$ cat config.mk
export PLATFORM = sky130hd
export DESIGN_NAME = sram_responder
export DESIGN_NICKNAME = d
export VERILOG_FILES = /design/src/rtl/soric_mem_pkg.sv /design/src/rtl/mem_resp_pipe.sv /design/src/rtl/sram_responder.sv
export SDC_FILE = /design/constraint.sdc
export NUM_CORES = 1
export LEC_CHECK = 0
export CAP_MARGIN = 30
export CORE_UTILIZATION = 36
export CTS_BUF_LIST = sky130_fd_sc_hd__clkbuf_16
export DETAILED_ROUTE_END_ITERATION = 8
export PLACE_DENSITY = 0.86
export SLEW_MARGIN = 20
export SYNTH_ARGS = -nofsm -noshare
export SYNTH_HDL_FRONTEND = slang
export SYNTH_SLANG_ARGS = --single-unit
$ cat constraint.sdc
create_clock -name clk -period 4.34 [get_ports clk]
set_input_delay 1.302 -clock clk [delete_from_list [all_inputs] [get_ports clk]]
set_output_delay 1.302 -clock clk [all_outputs]
set_load 0.05 [all_outputs]
$ cat src/rtl/soric_mem_pkg.sv
// Shared definitions for the SoRIC SRAM slave-side responder.
package soric_mem_pkg;

    typedef enum logic {
        ST_INIT = 1'b0,
        ST_RUN  = 1'b1
    } state_t;

    localparam int SRAM_LAT_MIN = 1;
    localparam int SRAM_LAT_MAX = 3;

    function automatic bit sram_latency_legal(input int lat);
        return (lat >= SRAM_LAT_MIN) && (lat <= SRAM_LAT_MAX);
    endfunction

endpackage

$ cat src/rtl/mem_resp_pipe.sv
// Response pipeline: tracks each accepted request until the macro data is
// valid, then registers rvalid/err/rdata as one in-order response.
module mem_resp_pipe
    import soric_mem_pkg::*;
#(
    parameter int DATA_WIDTH   = 32,
    parameter int SRAM_LATENCY = 1
) (
    input  logic                  clk,
    input  logic                  reset,
    input  logic                  i_valid,
    input  logic                  i_is_read,
    input  logic                  i_err,
    input  logic [DATA_WIDTH-1:0] i_sram_dout,
    output logic                  o_rvalid,
    output logic                  o_err,
    output logic [DATA_WIDTH-1:0] o_rdata
);

    localparam int LAST = SRAM_LATENCY - 1;

    logic [SRAM_LATENCY-1:0] r_valid;
    logic [SRAM_LATENCY-1:0] r_read;
    logic [SRAM_LATENCY-1:0] r_err;
    logic                    r_rvalid;
    logic                    r_rerr;
    logic [DATA_WIDTH-1:0]   r_rdata;
    logic                    w_tail_valid;
    logic                    w_tail_read;
    logic                    w_tail_err;

    assign w_tail_valid = r_valid[LAST];
    assign w_tail_read  = r_read[LAST];
    assign w_tail_err   = r_err[LAST];

    // Delay line of request attributes, one stage per macro latency cycle.
    always_ff @(posedge clk or negedge reset) begin
        if (!reset) begin
            r_valid <= '0;
            r_read  <= '0;
            r_err   <= '0;
        end else begin
            r_valid[0] <= i_valid;
            r_read[0]  <= i_valid & i_is_read;
            r_err[0]   <= i_valid & i_err;
            for (int k = 1; k < SRAM_LATENCY; k++) begin
                r_valid[k] <= r_valid[k-1];
                r_read[k]  <= r_read[k-1];
                r_err[k]   <= r_err[k-1];
            end
        end
    end

    // Final response stage; rdata holds across write responses.
    always_ff @(posedge clk or negedge reset) begin
        if (!reset) begin
            r_rvalid <= 1'b0;
            r_rerr   <= 1'b0;
            r_rdata  <= '0;
        end else begin
            r_rvalid <= w_tail_valid;
            r_rerr   <= w_tail_valid & w_tail_err;
            if (w_tail_valid && w_tail_err) begin
                r_rdata <= '0;
            end else if (w_tail_valid && w_tail_read) begin
                r_rdata <= i_sram_dout;
            end
        end
    end

    assign o_rvalid = r_rvalid;
    assign o_err    = r_rerr;
    assign o_rdata  = r_rdata;

endmodule

$ cat src/rtl/sram_responder.sv
// Terminates one interconnect slave port on a single-port synchronous SRAM.
//
// state   | meaning
// --------+-------------------------------------------------------------
// ST_INIT | zero-filling the macro one word per cycle, no grants
// ST_RUN  | grant every request, drive macro pins combinationally
module sram_responder
    import soric_mem_pkg::*;
#(
    parameter  int DATA_WIDTH   = 32,
    parameter  int ADDR_WIDTH   = 10,
    parameter  int WORDS        = 256,
    parameter  int SRAM_LATENCY = 1,
    parameter  int INIT_ZERO    = 1,
    localparam int BE_WIDTH     = DATA_WIDTH / 8,
    localparam int WADDR_W      = $clog2(WORDS)
) (
    input  logic                  clk,
    input  logic                  reset,
    input  logic                  req_i,
    input  logic [ADDR_WIDTH-1:0] addr_i,
    input  logic                  we_i,
    input  logic [BE_WIDTH-1:0]   be_i,
    input  logic [DATA_WIDTH-1:0] wdata_i,
    output logic                  gnt_o,
    output logic                  rvalid_o,
    output logic [DATA_WIDTH-1:0] rdata_o,
    output logic                  err_o,
    output logic                  init_done_o,
    output logic                  sram_csb_o,
    output logic                  sram_web_o,
    output logic [BE_WIDTH-1:0]   sram_wmask_o,
    output logic [WADDR_W-1:0]    sram_addr_o,
    output logic [DATA_WIDTH-1:0] sram_din_o,
    input  logic [DATA_WIDTH-1:0] sram_dout_i
);

    localparam int           OFF      = $clog2(BE_WIDTH);
    localparam int           IDX_W    = ADDR_WIDTH - OFF;
    localparam state_t       ST_RESET = (INIT_ZERO != 0) ? ST_INIT : ST_RUN;
    localparam [WADDR_W-1:0] LAST_W   = WADDR_W'(WORDS - 1);

    generate
        if (!sram_latency_legal(SRAM_LATENCY)) begin : g_bad_latency
            $error("sram_responder: SRAM_LATENCY out of range 1..3");
        end
        if (OFF > 0) begin : g_lsb
            logic w_unused_addr_lsb;
            assign w_unused_addr_lsb = ^addr_i[OFF-1:0];
        end
    endgenerate

    state_t              r_state;
    state_t              w_state_nxt;
    logic [WADDR_W-1:0]  r_init_cnt;
    logic [IDX_W-1:0]    w_idx;
    logic                w_in_range;
    logic                w_gnt;
    logic                w_csb;
    logic                w_web;
    logic [BE_WIDTH-1:0] w_wmask;
    logic [WADDR_W-1:0]  w_addr;
    logic [DATA_WIDTH-1:0] w_din;
    logic                w_acc_valid;
    logic                w_acc_read;
    logic                w_acc_err;

    assign w_idx      = addr_i[ADDR_WIDTH-1:OFF];
    assign w_in_range = (32'(w_idx) < 32'(WORDS));

    // State register.
    always_ff @(posedge clk or negedge reset) begin
        if (!reset) begin
            r_state <= ST_RESET;
        end else begin
            r_state <= w_state_nxt;
        end
    end

    // Zero-fill word pointer, advances only while filling.
    always_ff @(posedge clk or negedge reset) begin
        if (!reset) begin
            r_init_cnt <= '0;
        end else if (r_state == ST_INIT) begin
            r_init_cnt <= r_init_cnt + WADDR_W'(1);
        end
    end

    // Next state, grant and macro pin muxing; pins idle while reset is held.
    always_comb begin
        w_state_nxt = r_state;
        w_gnt       = 1'b0;
        w_csb       = 1'b1;
        w_web       = 1'b1;
        w_wmask     = '0;
        w_addr      = '0;
        w_din       = '0;
        w_acc_valid = 1'b0;
        w_acc_read  = 1'b0;
        w_acc_err   = 1'b0;
        if (reset) begin
            case (r_state)
                ST_INIT: begin
                    w_csb   = 1'b0;
                    w_web   = 1'b0;
                    w_wmask = '1;
                    w_addr  = r_init_cnt;
                    if (r_init_cnt == LAST_W) begin
                        w_state_nxt = ST_RUN;
                    end
                end
                ST_RUN: begin
                    w_gnt = req_i;
                    if (req_i) begin
                        w_acc_valid = 1'b1;
                        w_acc_read  = ~we_i;
                        w_acc_err   = ~w_in_range;
                        if (w_in_range) begin
                            w_csb   = 1'b0;
                            w_web   = ~we_i;
                            w_wmask = we_i ? be_i : '0;
                            w_addr  = WADDR_W'(w_idx);
                            w_din   = wdata_i;
                        end
                    end
                end
            endcase
        end
    end

    assign gnt_o        = w_gnt;
    assign init_done_o  = (r_state == ST_RUN);
    assign sram_csb_o   = w_csb;
    assign sram_web_o   = w_web;
    assign sram_wmask_o = w_wmask;
    assign sram_addr_o  = w_addr;
    assign sram_din_o   = w_din;

    mem_resp_pipe #(
        .DATA_WIDTH   (DATA_WIDTH),
        .SRAM_LATENCY (SRAM_LATENCY)
    ) u_resp_pipe (
        .clk         (clk),
        .reset       (reset),
        .i_valid     (w_acc_valid),
        .i_is_read   (w_acc_read),
        .i_err       (w_acc_err),
        .i_sram_dout (sram_dout_i),
        .o_rvalid    (rvalid_o),
        .o_err       (err_o),
        .o_rdata     (rdata_o)
    );

endmodule

# Word-level counts from Yosys, hierarchy flattened
# Index checks and enable logic that the tools add are counted.
[word_totals]
reg_bits = 44
latch_bits = 0
ramBits = 0
romBits = 0
inputBits = 82
elab_cells = 39
n_memories = 0
[classes]
n_addsub = 1
n_mul = 0
div_mod_pow = 0
n_lt_le_gt_ge = 0
eq_ne = 1
n_shift = 0
mux = 27
bitwise = 3
reduce_logical = 1
[op_table]
columns = ["operator", "n"]
rows = [
  ["32-bit two-way mux", 4],
  ["8-bit two-way mux", 2],
  ["8-bit one-hot mux with 2 select lines", 1],
  ["1-bit two-way mux", 14],
  ["4-bit two-way mux", 3],
  ["8-bit by 1-bit adder with 8-bit output (second input constant)", 1],
  ["8-bit equality test (second input constant)", 1],
  ["4-bit one-hot mux with 2 select lines", 1],
  ["1-bit one-hot mux with 2 select lines", 2],
  ["1-bit NOT", 2],
  ["1-bit AND", 1],
  ["1-bit logical AND", 1],
]

# Longest topological paths before layout
[depth]
ltp_word = 5
mapped_depth = 4
ltp_nobuf = 3

# Hierarchy
# From an unflattened synthesis, not the netlist that was laid out.
[hier_totals]
hier_cells = 290
hier_area_um2 = 2840.2
[modules_own_cells]
columns = ["mod", "n_inst", "cells_each", "area_each_um2", "seq_area_each_um2"]
rows = [
  ["mem_resp_pipe", 1, 188, 2011.9, 925.9],
  ["sram_responder", 1, 102, 828.3, 225.2],
]

# Worst setup path after synthesis
# Ideal clock, no wire load.
[synth_path]
path_type = "input to output"
startpoint = "input port reset"
endpoint = "output port sram_addr_o[0]"
arrival_ps = 2602
slack_ps = 436
cell_stages = 3
n_path_buf = 1
path_cell_list = "buf_2 -> o21ai_1 -> nor2_1"
[synth_between]
elab_chain_cells = 1
[synth_rtl]
columns = ["element", "line", "text"]
rows = [
  ["start, declared", "sram_responder.sv:19", "input logic reset,"],
  ["8-bit two-way mux", "sram_responder.sv:101", "if (reset) begin"],
  ["end, declared", "sram_responder.sv:33", "output logic [WADDR_W-1:0] sram_addr_o,"],
]
# No other way between the ends.

# Final worst setup path
[layout_path]
startpoint = "input port req_i"
endpoint = "output port sram_addr_o[3]"
[layout_between]
elab_chain_cells = 3
[layout_rtl]
columns = ["element", "line", "text"]
rows = [
  ["start, declared", "sram_responder.sv:20", "input logic req_i,"],
  ["8-bit two-way mux", "sram_responder.sv:114", "if (req_i) begin"],
  ["8-bit one-hot mux with 2 select lines", "sram_responder.sv:102", "case (r_state)"],
  ["8-bit two-way mux", "sram_responder.sv:101", ""],
]
# No other way between the ends.

==> metrics <==
min-delay src u_resp_pipe.r_valid$_DFF_PN0_; hpwl dp ~5200 um; Root Buffer clkbuf_16; CP Data Required Time ~3.0 ns; power share of the combinational group 0.450; first-pass GRT wire length 9580 um; global router's overall resource usage 0.200; routed len/inst 15.7 um; sequential fraction of the synthesis area 0.518; Final Cell Area 4340 um^2; clock power share 0.221; Via density 4.64; worst slew pin tran slightly above 0.7 ns; CP endpoint kind output port; dpl cells 397; CP arrival ~2.6 ns; fin cells roughly 400; RePlAce Congestion slightly above 0.8; area of placed instances between 4000 and 5000 um^2; layout cells sized above 1 0.277; Cell variety after synth 30; width of the die about 79 um; Post-CTS Hold Buffers 0; Sw Ratio 0.374; most frequent cells in the layout 112 x clkdlybuf4s50_1, 46 x buf_12, 44 x dfrtp_1; Initial Utilization 0.379; Routed WL about 6300 um; DR pass1 iterations 3; synthesized area around 2100 um^2; Pint between 0.0009 and 0.001 W; final hold vios 0; DRC 0; initial drt markers a little over 40; Syn Nets about 260; Critical R2R Launch u_resp_pipe.r_valid$_DFF_PN0_; CTS tree done; NumNets Final 415; TritonCTS Buffers 5; die extent in y just under 80 um; status complete, no violations; type of the worst setup path input port to output port; Core Region ~5600 um^2; worst skew pair latency around 0.27 ns; I/O Pins 164; Post-Route Skew around 0.0012 ns; max-slew violation count 0; H-tree Lvls 2; commonest non-fill, non-tap cell in the layout clkdlybuf4s50_1; post-route ant nets 0; Crit Path Max Fanout 6; Worst R2R Path Depth 2; ant diodes 0; CP startpoint kind input port; Slew Limit Headroom 0.513; pwr/cell area around 360 nW/um^2; postcts setup bufs 0; clock slew at reported path FFs ~0.060 ns; vias in the first global route ~1.9k; switching power 0.000588 W; Syn Inst Count 172; # resized after CTS 0; initial antenna violation count 0; largest net degree at the start of global routing 33; Pleak 1.86 nW; Setup TNS 0 ns; worst vdd ir ~0.00025 V; reg-to-reg endpoint u_resp_pipe.o_rdata[17]$_DFFE_PN0P_; hold path cells 0; Mean Syn Cell Area between 10 and 15 um^2; total area of sequential cells about 1100 um^2; clock sink count 44; multi-input logic area around 900 um^2; FP Rows 27; Max-Cap Viols 0; die area 6220 um^2; Via Count between 1.5k and 2k; Final setup viols 0; minimum clock period around 3.9 ns; Seq pwr share 0.328; Final Cycle Share 0.905; Fillers 358; Max Fclk between 200 and 300 MHz; PortBufs 160; RSZ-0062 raised after global routing false; Worst Hold Endpoint u_resp_pipe.o_rvalid$_DFF_PN0_; FF+latch count, synth 44; GRT overflow 0; Synthesis Warnings 0; worst-case clock buffer depth 2; internal reg-to-reg setup slack between 2 and 3 ns; Syn-to-layout area delta 104%; Hold Crit Class register to register
==> per-stage QoR <==
stage | total power [W] | setup WS [ns] | hold WS, ns | util
floorplan | 0.000917 | 0.436 | 0.372 | -
global placement | 0.00122 | 0.415 | 0.376 | 0.749
detailed placement | 0.00124 | 0.379 | 0.384 | 0.749
CTS | 0.00159 | 0.376 | 0.398 | 0.773
global route | 0.00163 | 0.321 | 0.411 | 0.773
finish | 0.00157 | 0.411 | 0.396 | 0.773
==> sequential cells by signal, summed over array words and instances, names as in the netlist <==
register / count
u_resp_pipe.o_rdata: 32
r_init_cnt: 8
init_done_o: 1
u_resp_pipe.o_rvalid: 1
u_resp_pipe.r_read: 1
u_resp_pipe.r_valid: 1
==> routing by layer <==
layer,track usage,wire [um],vias up
li1,-,-,891
met1,0.234,2460,912
met2,0.381,3570,66
met3,0.0379,249,7
met4,0.0345,55,0
met5,0,0,-
==> Yosys cell counts, drive strengths merged <==
cell type	number	share of area
dfrtp	44	0.52
and2	34	0.10
mux2	33	0.17
buf	11	0.049
nor2b	8	0.025
a22oi	6	0.021
inv	5	0.0088
xnor2	5	0.021
a21oi	4	0.0094
nand2	3	0.0065
nor2	3	0.0065
o21ai	3	0.0088
and3	2	0.0059
nand3	2	0.0047
nand4	2	0.0059
xor2	2	0.0082
a22o	1	0.0041
conb	1	0.0018
ha	1	0.0059
mux2i	1	0.0047
nand4b	1	0.011
==> worst max-delay path: stages <==
cell             delay [ns]
clkdlybuf4s50_1        0.52
and2_1                 0.28
a22oi_1                0.11
nor2b_1                0.23
buf_12                 0.17
==> worst max-delay path by stage <==
stage	startpoint	endpoint	slack, ns	cells after the start
6_report	req_i	sram_addr_o[3]	0.41	5
5_1_grt	req_i	sram_addr_o[1]	0.32	5
4_1_cts	req_i	sram_addr_o[3]	0.38	5
3_5_place_dp	req_i	sram_addr_o[3]	0.38	5
3_3_place_gp	req_i	sram_addr_o[4]	0.41	5
2_1_floorplan	reset	sram_addr_o[0]	0.44	3
==> kinds of logic after synthesis <==
logic type | synth area share
AND/OR/NAND/NOR | 0.165
flip-flops | 0.518
multiplexers | 0.179
buffers and inverters | 0.0576
AO/OA/AOI/OAI | 0.0435
XOR/XNOR | 0.0288
adder cells (fa/ha/maj) | 0.00588
other | 0.00176
==> final cells by class <==
class | count | area share
timing repair buffer | 164 | 0.481
sequential | 44 | 0.254
multi-input combinational | 112 | 0.208
clock buffer | 5 | 0.0289
tap | 72 | 0.0208
inverter | 5 | 0.00433
clock inverter | 2 | 0.00289
==> power groups by stage <==
stage	registers (W)	logic, W	clock network, W
floorplan	0.000769	0.000147	0
global placement	0.000516	0.000701	0
detailed placement	0.000526	0.000714	0
CTS	0.000518	0.000715	0.000357
global route	0.000525	0.000732	0.000377
finish	0.000517	0.000709	0.000348
(Power assumes the default switching activity.)
